### src/rtl/melody_seq_if.sv
// Control, song-memory write and audio output bundle for the melody sequencer.
// The controller side drives song writes and transport; the player drives audio and status.
interface melody_seq_if #(
  parameter int AW    = 5,
  parameter int DIV_W = 16,
  parameter int DUR_W = 4
);
  logic                   we;
  logic [AW-1:0]          waddr;
  logic [DUR_W+DIV_W:0]   wdata;
  logic [AW:0]            len;
  logic                   loop;
  logic                   start;
  logic                   stop;
  logic                   tone;
  logic [AW-1:0]          step;
  logic                   busy;
  logic                   done;

  modport master (
    output we, waddr, wdata, len, loop, start, stop,
    input  tone, step, busy, done
  );

  modport slave (
    input  we, waddr, wdata, len, loop, start, stop,
    output tone, step, busy, done
  );
endinterface

### src/rtl/melody_seq.sv
// RAM-programmable melody sequencer: plays {rest, dur, half_period} steps from song memory
// as a square wave, with start/stop, loop mode, a silent gap after each step and a done pulse.
module melody_seq #(
  parameter int STEPS     = 32,
  parameter int AW        = 5,
  parameter int DIV_W     = 16,
  parameter int DUR_W     = 4,
  parameter int TICK_CYC  = 2500000,
  parameter int GAP_TICKS = 1
) (
  input logic        clk,
  input logic        rst,
  melody_seq_if.slave bus
);

  localparam int WD    = 1 + DUR_W + DIV_W;
  localparam int PRE_W = (TICK_CYC > 1) ? $clog2(TICK_CYC) : 1;
  localparam int GAP_W = (GAP_TICKS > 1) ? $clog2(GAP_TICKS) : 1;
  localparam int TK_W  = (DUR_W > GAP_W) ? DUR_W : GAP_W;
  localparam logic [PRE_W-1:0] PRE_LAST = PRE_W'(TICK_CYC - 1);
  localparam logic [TK_W-1:0]  GAP_LAST = TK_W'((GAP_TICKS > 0) ? GAP_TICKS - 1 : 0);
  localparam logic [AW:0]      STEPS_L  = (AW+1)'(STEPS);

  typedef enum logic [2:0] {IDLE, LOAD, PLAY, GAP, DONE} state_t;

  state_t            state;
  logic [WD-1:0]     mem [STEPS];
  logic [WD-1:0]     rd;
  logic [DIV_W-1:0]  half_r;
  logic [DUR_W-1:0]  dur_r;
  logic              rest_r;
  logic [DIV_W-1:0]  tcnt;
  logic [PRE_W-1:0]  pre;
  logic [TK_W-1:0]   ticks;
  logic [TK_W-1:0]   dur_last;
  logic [AW:0]       len_r;
  logic [AW:0]       len_clamp;
  logic [AW-1:0]     step_r;
  logic              tone_r, busy_r, done_r;
  logic              tick_wrap, last_step, adv;

  assign rd        = mem[step_r];
  assign len_clamp = (bus.len > STEPS_L) ? STEPS_L : bus.len;
  assign tick_wrap = (pre == PRE_LAST);
  assign dur_last  = TK_W'(dur_r - 1'b1);
  assign last_step = ({1'b0, step_r} == (len_r - 1'b1));
  // End of a step: last PLAY tick when there is no gap, otherwise last GAP tick.
  assign adv = tick_wrap &&
               (((state == PLAY) && (GAP_TICKS == 0) && (ticks == dur_last)) ||
                ((state == GAP) && (ticks == GAP_LAST)));

  always_ff @(posedge clk) begin
    if (bus.we) mem[bus.waddr] <= bus.wdata;
  end

  // Step data is captured only in LOAD, so live writes apply from the next LOAD.
  always_ff @(posedge clk) begin
    if (state == LOAD) begin
      half_r <= rd[DIV_W-1:0];
      dur_r  <= (rd[DIV_W +: DUR_W] == '0) ? DUR_W'(1) : rd[DIV_W +: DUR_W];
      rest_r <= rd[WD-1] | (rd[DIV_W-1:0] == '0);
    end
  end

  always_ff @(posedge clk or posedge rst) begin
    if (rst) begin
      state  <= IDLE;
      tone_r <= 1'b0;
      step_r <= '0;
      busy_r <= 1'b0;
      done_r <= 1'b0;
      len_r  <= '0;
      pre    <= '0;
      ticks  <= '0;
      tcnt   <= '0;
    end else begin
      done_r <= 1'b0;
      if ((state != IDLE) && bus.stop) begin
        state  <= IDLE;
        tone_r <= 1'b0;
        step_r <= '0;
        busy_r <= 1'b0;
        pre    <= '0;
        ticks  <= '0;
        tcnt   <= '0;
      end else if (adv) begin
        tone_r <= 1'b0;
        pre    <= '0;
        ticks  <= '0;
        if (!last_step) begin
          step_r <= step_r + 1'b1;
          state  <= LOAD;
        end else if (bus.loop) begin
          step_r <= '0;
          state  <= LOAD;
        end else begin
          state  <= DONE;
          done_r <= 1'b1;
        end
      end else begin
        case (state)
          IDLE: begin
            if (bus.start && !bus.stop) begin
              step_r <= '0;
              busy_r <= 1'b1;
              len_r  <= len_clamp;
              if (bus.len == '0) begin
                state  <= DONE;
                done_r <= 1'b1;
              end else begin
                state  <= LOAD;
              end
            end
          end
          LOAD: begin
            pre    <= '0;
            ticks  <= '0;
            tcnt   <= '0;
            tone_r <= 1'b0;
            state  <= PLAY;
          end
          PLAY: begin
            if (rest_r) begin
              tone_r <= 1'b0;
            end else if (tcnt == (half_r - 1'b1)) begin
              tcnt   <= '0;
              tone_r <= ~tone_r;
            end else begin
              tcnt   <= tcnt + 1'b1;
            end
            if (tick_wrap) begin
              pre <= '0;
              if (ticks == dur_last) begin
                ticks  <= '0;
                tone_r <= 1'b0;
                state  <= GAP;
              end else begin
                ticks  <= ticks + 1'b1;
              end
            end else begin
              pre <= pre + 1'b1;
            end
          end
          GAP: begin
            tone_r <= 1'b0;
            if (tick_wrap) begin
              pre   <= '0;
              ticks <= ticks + 1'b1;
            end else begin
              pre   <= pre + 1'b1;
            end
          end
          DONE: begin
            tone_r <= 1'b0;
            busy_r <= 1'b0;
            state  <= IDLE;
          end
          default: state <= IDLE;
        endcase
      end
    end
  end

  assign bus.tone = tone_r;
  assign bus.step = step_r;
  assign bus.busy = busy_r;
  assign bus.done = done_r;

endmodule
### src/flat_wrapper.sv
// flat-port wrapper written by rule: the top's interface ports become plain ports
module melody_seq_flat 
#(
  parameter int STEPS     = 32,
  parameter int AW        = 5,
  parameter int DIV_W     = 16,
  parameter int DUR_W     = 4,
  parameter int TICK_CYC  = 2500000,
  parameter int GAP_TICKS = 1
)
  (clk, rst, bus_we, bus_waddr, bus_wdata, bus_len, bus_loop, bus_start, bus_stop, bus_tone, bus_step, bus_busy, bus_done);
  melody_seq_if #(.AW(AW), .DIV_W(DIV_W), .DUR_W(DUR_W)) bus_i ();
  input logic clk;
  input logic rst;
  input wire logic [$bits(bus_i.we)-1:0] bus_we;
  input wire logic [$bits(bus_i.waddr)-1:0] bus_waddr;
  input wire logic [$bits(bus_i.wdata)-1:0] bus_wdata;
  input wire logic [$bits(bus_i.len)-1:0] bus_len;
  input wire logic [$bits(bus_i.loop)-1:0] bus_loop;
  input wire logic [$bits(bus_i.start)-1:0] bus_start;
  input wire logic [$bits(bus_i.stop)-1:0] bus_stop;
  output wire logic [$bits(bus_i.tone)-1:0] bus_tone;
  output wire logic [$bits(bus_i.step)-1:0] bus_step;
  output wire logic [$bits(bus_i.busy)-1:0] bus_busy;
  output wire logic [$bits(bus_i.done)-1:0] bus_done;
  assign bus_i.we = bus_we;
  assign bus_i.waddr = bus_waddr;
  assign bus_i.wdata = bus_wdata;
  assign bus_i.len = bus_len;
  assign bus_i.loop = bus_loop;
  assign bus_i.start = bus_start;
  assign bus_i.stop = bus_stop;
  assign bus_tone = bus_i.tone;
  assign bus_step = bus_i.step;
  assign bus_busy = bus_i.busy;
  assign bus_done = bus_i.done;
  melody_seq #(.STEPS(STEPS), .AW(AW), .DIV_W(DIV_W), .DUR_W(DUR_W), .TICK_CYC(TICK_CYC), .GAP_TICKS(GAP_TICKS)) u_core (.clk(clk), .rst(rst), .bus(bus_i));
endmodule
### config.mk
export PLATFORM = sky130hd
export DESIGN_NAME = melody_seq_flat
export DESIGN_NICKNAME = d
export VERILOG_FILES = /design/src/rtl/melody_seq_if.sv /design/src/rtl/melody_seq.sv /design/src/flat_wrapper.sv
export SDC_FILE = /design/constraint.sdc
export NUM_CORES = 1
export LEC_CHECK = 0
export CAP_MARGIN = 20
export CORE_UTILIZATION = 30
export DETAILED_ROUTE_END_ITERATION = 12
export SYNTH_ARGS = -nofsm -noshare
export SYNTH_HDL_FRONTEND = slang
export SYNTH_SLANG_ARGS = --single-unit
### constraint.sdc
create_clock -name clk -period 3.4 [get_ports clk]
set_input_delay 0.51 -clock clk [delete_from_list [all_inputs] [get_ports clk]]
set_output_delay 0.51 -clock clk [all_outputs]
set_load 0.005 [all_outputs]
### Word-level counts from Yosys, hierarchy flattened

Memory sizes are Yosys's and may differ from the RTL's.
Cells that the tools add are included.

* bits in registers: 80
* memory bits (writable): 672
* bits of input ports: 38
* output and inout port bits: 8
* memories kept: 1

* add/sub/neg operators: 7
* $lt $le $gt $ge: 1
* eq/ne operators: 17
* multiplexer cells: 51
* bitwise gates (word level): 4
* reductions and logical operators: 26

Memories
* u_core.mem: words 32, width 21, read ports 1, clocked after Yosys merged registers in 0, write ports 1, RTL line melody_seq.sv:27 `logic [WD-1:0] mem [STEPS];`

Operators by type and width (count)
* $mux 22: 3
* $mux 16: 4
* $pmux 22 s2: 1
* $pmux 16 s2: 1
* $mux 5: 6
* $mux 3: 8
* $add 22x1->22 const B: 1
* $eq 22x22->1 const B: 1
* $mux 4: 5
* $mux 1: 18
* $add 16x1->16 const B: 1
* $eq 16x16->1: 1
* $logic_not 16->1: 1
* $sub 16x1->16 const B: 1
* $reduce_bool 3->1: 5
* $pmux 3 s4: 1
* $pmux 4 s3: 1
* $reduce_and 3->1: 4
* $logic_not 4->1: 2
* $ne 4x2->1 const B: 2
* $reduce_and 4->1: 2
* $reduce_bool 4->1: 2
* $eq 3x2->1 const B: 2
* $eq 5x6->1: 1
* 26 further kinds: 32

### Logic depth before layout (Yosys ltp)

* word-level depth: 9
* depth in mapped cells: 11

### Worst setup path before layout

Ideal clock, no wire load.

* path type: reg2reg
* start: register u_core.step_r[0] (netlist: u_core.bus.step[0])
* end: register u_core.dur_r[0], data pin
* library setup time: 262 ps
* data arrival time: 2670 ps
* data required time: 3138 ps
* path slack: 469 ps
* stages on the path, launching flop included: 9
* buffers on the path: 4
* path through: dfrtp_1 > buf_2 > buf_2 > buf_2 > buf_2 > mux4_2 > mux4_2 > mux2i_1 > o31ai_1

* cells in the longest elaborated chain, start to end: 2

RTL lines
* start, declared: RTL line melody_seq.sv:38 `logic [AW-1:0] step_r;`
* start signal, assigned: RTL line melody_seq.sv:91 `step_r <= step_r + 1'b1;`
* $mem_v2 32x21 *
* $logic_not 4->1: RTL line melody_seq.sv:60 `dur_r <= (rd[DIV_W +: DUR_W] == '0) ? DUR_W'(1) : rd[DIV_W +: DUR_W];`
* end signal, assigned: RTL line melody_seq.sv:60
* end, declared: RTL line melody_seq.sv:30 `logic [DUR_W-1:0] dur_r;`

Every way passes the cells marked *; elsewhere a longest branch is shown, timed or not.
A chain may end at the register's enable or synchronous reset.

### Worst setup path in the final report

* start: register u_core.half_r[3]
* end: register u_core.tcnt[7]

* cells in the longest elaborated chain, start to end: 7

RTL lines
* start, declared: RTL line melody_seq.sv:29 `logic [DIV_W-1:0] half_r;`
* start signal, assigned: RTL line melody_seq.sv:59 `half_r <= rd[DIV_W-1:0];`
* $sub 16x1->16: RTL line melody_seq.sv:125 `end else if (tcnt == (half_r - 1'b1)) begin`
* $eq 16x16->1: RTL line melody_seq.sv:125
* $mux 16: RTL line melody_seq.sv:125
* $mux 16: RTL line melody_seq.sv:123 `if (rest_r) begin`
* $pmux 16 s2: RTL line melody_seq.sv:101 `case (state)`
* $mux 16: RTL line melody_seq.sv:86 `end else if (adv) begin`
* $mux 16: RTL line melody_seq.sv:78 `if ((state != IDLE) && bus.stop) begin`
* end signal, assigned: RTL line melody_seq.sv:129 `tcnt <= tcnt + 1'b1;`
* end, declared: RTL line melody_seq.sv:32 `logic [DIV_W-1:0] tcnt;`

Every way passes these cells. The select of a mux whose other input is x is not followed.

==> out/metrics.yaml <==
logic_synthesis:
  synth.largest_area_cell: "sky130_fd_sc_hd__edfxtp_1"
  asyncSetResetFlopFracSynth: 0.0785
  syn_area_per_cell_sq_um: 18.8
  yosysMostFrequentCell: "sky130_fd_sc_hd__edfxtp_1"
  yosys_register_bits: 752
  synth.area.top_cells: "sky130_fd_sc_hd__edfxtp_1 69%, sky130_fd_sc_hd__mux4_2 12%, sky130_fd_sc_hd__dfrtp_1 4.9%"
  synth_top_area_share: 0.690
  post_synth_instance_area_sq_mm: 0.0302
  synth_seq_area_share: 0.739
  mappedNetlistNets: 1652
  synth_flop_cell: "sky130_fd_sc_hd__edfxtp_1"
  instance_count_of_the_mapped_netlist: 1606
  ys.warnings.count: 0
  synth-edff-count: 693
  post_synth_num_cell_types: 63
  synth_common_cells: "693 x sky130_fd_sc_hd__edfxtp_1, 161 x sky130_fd_sc_hd__mux4_2, 90 x sky130_fd_sc_hd__nor2_1"
sta:
  timing_hold_violations_final: 0
  worstMarginPinSlew_ps: 1130
  period_share: 0.966
  report.final.setup_viol: 0
  rsz_0062_raised_after_global_routing: "no"
  clock.fmax_ghz: 0.305
  timing.slew.headroom: 0.240
  worst_clock_skew_ps: 29.8
  number_of_pins_with_negative_max_slew_slack_in_the_final_report: 0
  final_period_minus_worst_setup_slack_ps: 3280
  final.setup.tns_ps: 0
drt:
  drt_first_pass_iters: 7
  wl_per_cell_um: 23.5
  drt-total-wl_um: 73000
  post-route-drc-count: 0
  drt.antenna.violating_nets: 0
  drt_iter0_drc: 1527
  vias_per_cell: 5.12
  vias: 15895
critical_path:
  worstSetupPathType: "register to register"
  critical_path.startpoint: "u_core.half_r[3]$_DFFE_PP_"
  ff2ff_setup_slack_ps: 120
  worstPathRequired_ps: 3890
  cp-end-kind: "register"
  crit_slowest_cell: "sky130_fd_sc_hd__or4_1"
  worstReg2RegEnd: "u_core.tcnt[7]$_DFFE_PP0P_"
  r2r_cells: 7
  cp_cell_sequence: "or4_1, or2_0, o311ai_1, o311ai_1, or4_1, a21oi_4, nor2_1"
  crit_path_max_incr_delay_ps: 780
  peak_fanout_along_the_critical_path: 10
  startpoint_kind_of_the_worst_setup_timing_path: "register"
  arrival_time_reported_for_the_critical_path_endpoint_ps: 3770
  crit-reg2reg-launch: "u_core.half_r[3]$_DFFE_PP_"
die:
  start_util: 0.305
  fp.dieW_um: 319
  top_level_ports: 46
  fp.dieH_um: 319
  rows: 115
  fp.dieArea_sq_mm: 0.102
  core_area_sq_mm: 0.0990
grt:
  grt_overflow_total: 0
  gr-usage-all-layers: 0.143
  first_pass_grt_wire_length_um: 108000
  grt_antenna_before_repair: 1
  grt_start_max_net_pins: 56
  first_global_vias: 16216
power:
  power.total_uw: 19100
  vdd_ir_drop_max_mv: 0.402
  p_int_uw: 15100
  power.density_mw_per_mm2: 537
  clock_power_share: 0.428
  power.static_leakage_uw: 0.0113
  power_frac_seq: 0.540
  switching_power_summed_over_all_nets_uw: 3980
  pwr-share-comb: 0.032
  netSwitchingFraction: 0.208
cts:
  ctsResizeCount: 0
  clkSinkCount: 752
  clk_pin_slew_ps: 60
  clock_tree.htree_level_count: 3
  cts_made_buffers: 74
  worstSkewPairLatency_ps: 640
  cts_hold_buffers: 0
  cts_tree: "done"
  cts_buffer_depth: 3
  postCtsSetupBuffers: 0
  ctsRootBufferMaster: "sky130_fd_sc_hd__clkbuf_16"
cells_and_area:
  area_growth_syn_to_layout_pct: 18.1
  antennaDiodeCount: 0
  nets: 1804
  post_route_cells_drive_above_1_share: 0.234
  finish.instance_area_sq_mm: 0.0356
  fin_cells: 3102
placement:
  dpl_cell_area_sq_mm: 0.0329
  place.detailed.instances: 2955
  io_buffers: 45
  last_weighted_congestion_value_of_the_routability_driven_placer: 0.810
  hpwl_um: 44300
outcome:
  run_status: "finished clean"
flow_run:
  maxCapViolations: 0
worst_hold_path:
  hold_path_class: "input port to async pin"
-- cell usage in the layout (no fill, tap or decap), drive strengths merged, types with 4 or more instances in the layout --
master / Yosys / final
o22ai: 10 / 10
clkdlybuf4s50: 0 / 45
o21ai: 51 / 51
nor2b: 6 / 6
ha: 8 / 8
nand3: 25 / 25
nand2: 86 / 86
or3b: 4 / 4
and3: 8 / 8
xor2: 25 / 25
xnor2: 31 / 31
a21oi: 14 / 14
a21o: 5 / 5
inv: 21 / 25
clkinv: 1 / 33
a32o: 9 / 9
and2: 9 / 9
mux4: 161 / 161
bufinv: 0 / 8
a221oi: 25 / 25
mux2: 7 / 7
nand3b: 5 / 5
buf: 34 / 104
nor3: 18 / 18
nand4: 12 / 12
a31oi: 4 / 4
nor4: 17 / 17
clkbuf: 40 / 88
a32oi: 7 / 7
mux2i: 60 / 60
edfxtp: 693 / 693
nand2b: 11 / 11
dfrtp: 59 / 59
nor4b: 5 / 5
or4: 8 / 8
nor2: 90 / 90
-- per-stage QoR --
step                worst slack (ps)   util  hold slack, ps
finish                           117  0.360             146
global route                   0.808  0.360             162
floorplan                        469      -             473
detailed placement               160  0.332             506
global placement                 229  0.332             494
CTS                              141  0.357             504
-- power by group through the flow --
stage | sequential (uW) | combinational, uW | clock (uW)
after floorplan | 10500 | 277 | 0
after global placement | 10500 | 538 | 0
after detailed placement | 10500 | 566 | 0
after CTS | 10300 | 566 | 8340
after global routing | 10300 | 663 | 8670
final | 10300 | 606 | 8190
-- critical path, delay by kind of cell, from the launching register on --
kind | cells | cell delay [ps]
flops | 1 | 510
compound gates | 3 | 840
simple gates | 4 | 1810
-- registers in the layout (all words and copies together) (netlist names) --
name and cells:
u_core.bus.busy 1, u_core.tcnt 16, u_core.bus.done 1, u_core.half_r 16
u_core.bus.tone 1, u_core.len_r 6, u_core.mem 672, u_core.dur_r 4
u_core.ticks 4, u_core.bus.step 5, u_core.rest_r 1, u_core.pre 22
u_core.state 3
-- logic make-up after synthesis --
group	share of synthesized area
flops	0.739
simple gates	0.0509
mux	0.143
compound gates	0.0348
buf+inv	0.0131
xor+xnor	0.0163
fa+ha+maj	0.00332
-- cell type report --
type                    count  area (sq um)
fillers                  9106         63400
flip-flops and latches    752         22300
multi-input cells         758          7560
clock buffers              87          1900
repair buffers            150          1650
well taps                1287          1610
clock inverters            46           509
inverters                  22          83.8
-- worst max path at each step --
stage / endpoint / slack [ps] / cells after the start
6_report: u_core.tcnt[7]$_DFFE_PP0P_ / 120 / 7
5_1_grt: u_core.tcnt[7]$_DFFE_PP0P_ / 0.8 / 7
3_5_place_dp: u_core.tcnt[9]$_DFFE_PP0P_ / 160 / 7
3_3_place_gp: u_core.tcnt[8]$_DFFE_PP0P_ / 230 / 7
4_1_cts: u_core.tcnt[7]$_DFFE_PP0P_ / 140 / 7
2_1_floorplan: u_core.dur_r[0]$_SDFFCE_PN1P_ / 470 / 8
-- routing by layer --
metal / global-route usage / up-vias / wire (um)
li1: - / 6841 / -
met1: 0.202 / 8460 / 32900
met2: 0.229 / 507 / 34700
met3: 0.0237 / 87 / 4170
met4: 0.0346 / 0 / 1250
met5: 0 / - / 0
(Power assumes the default switching activity.)
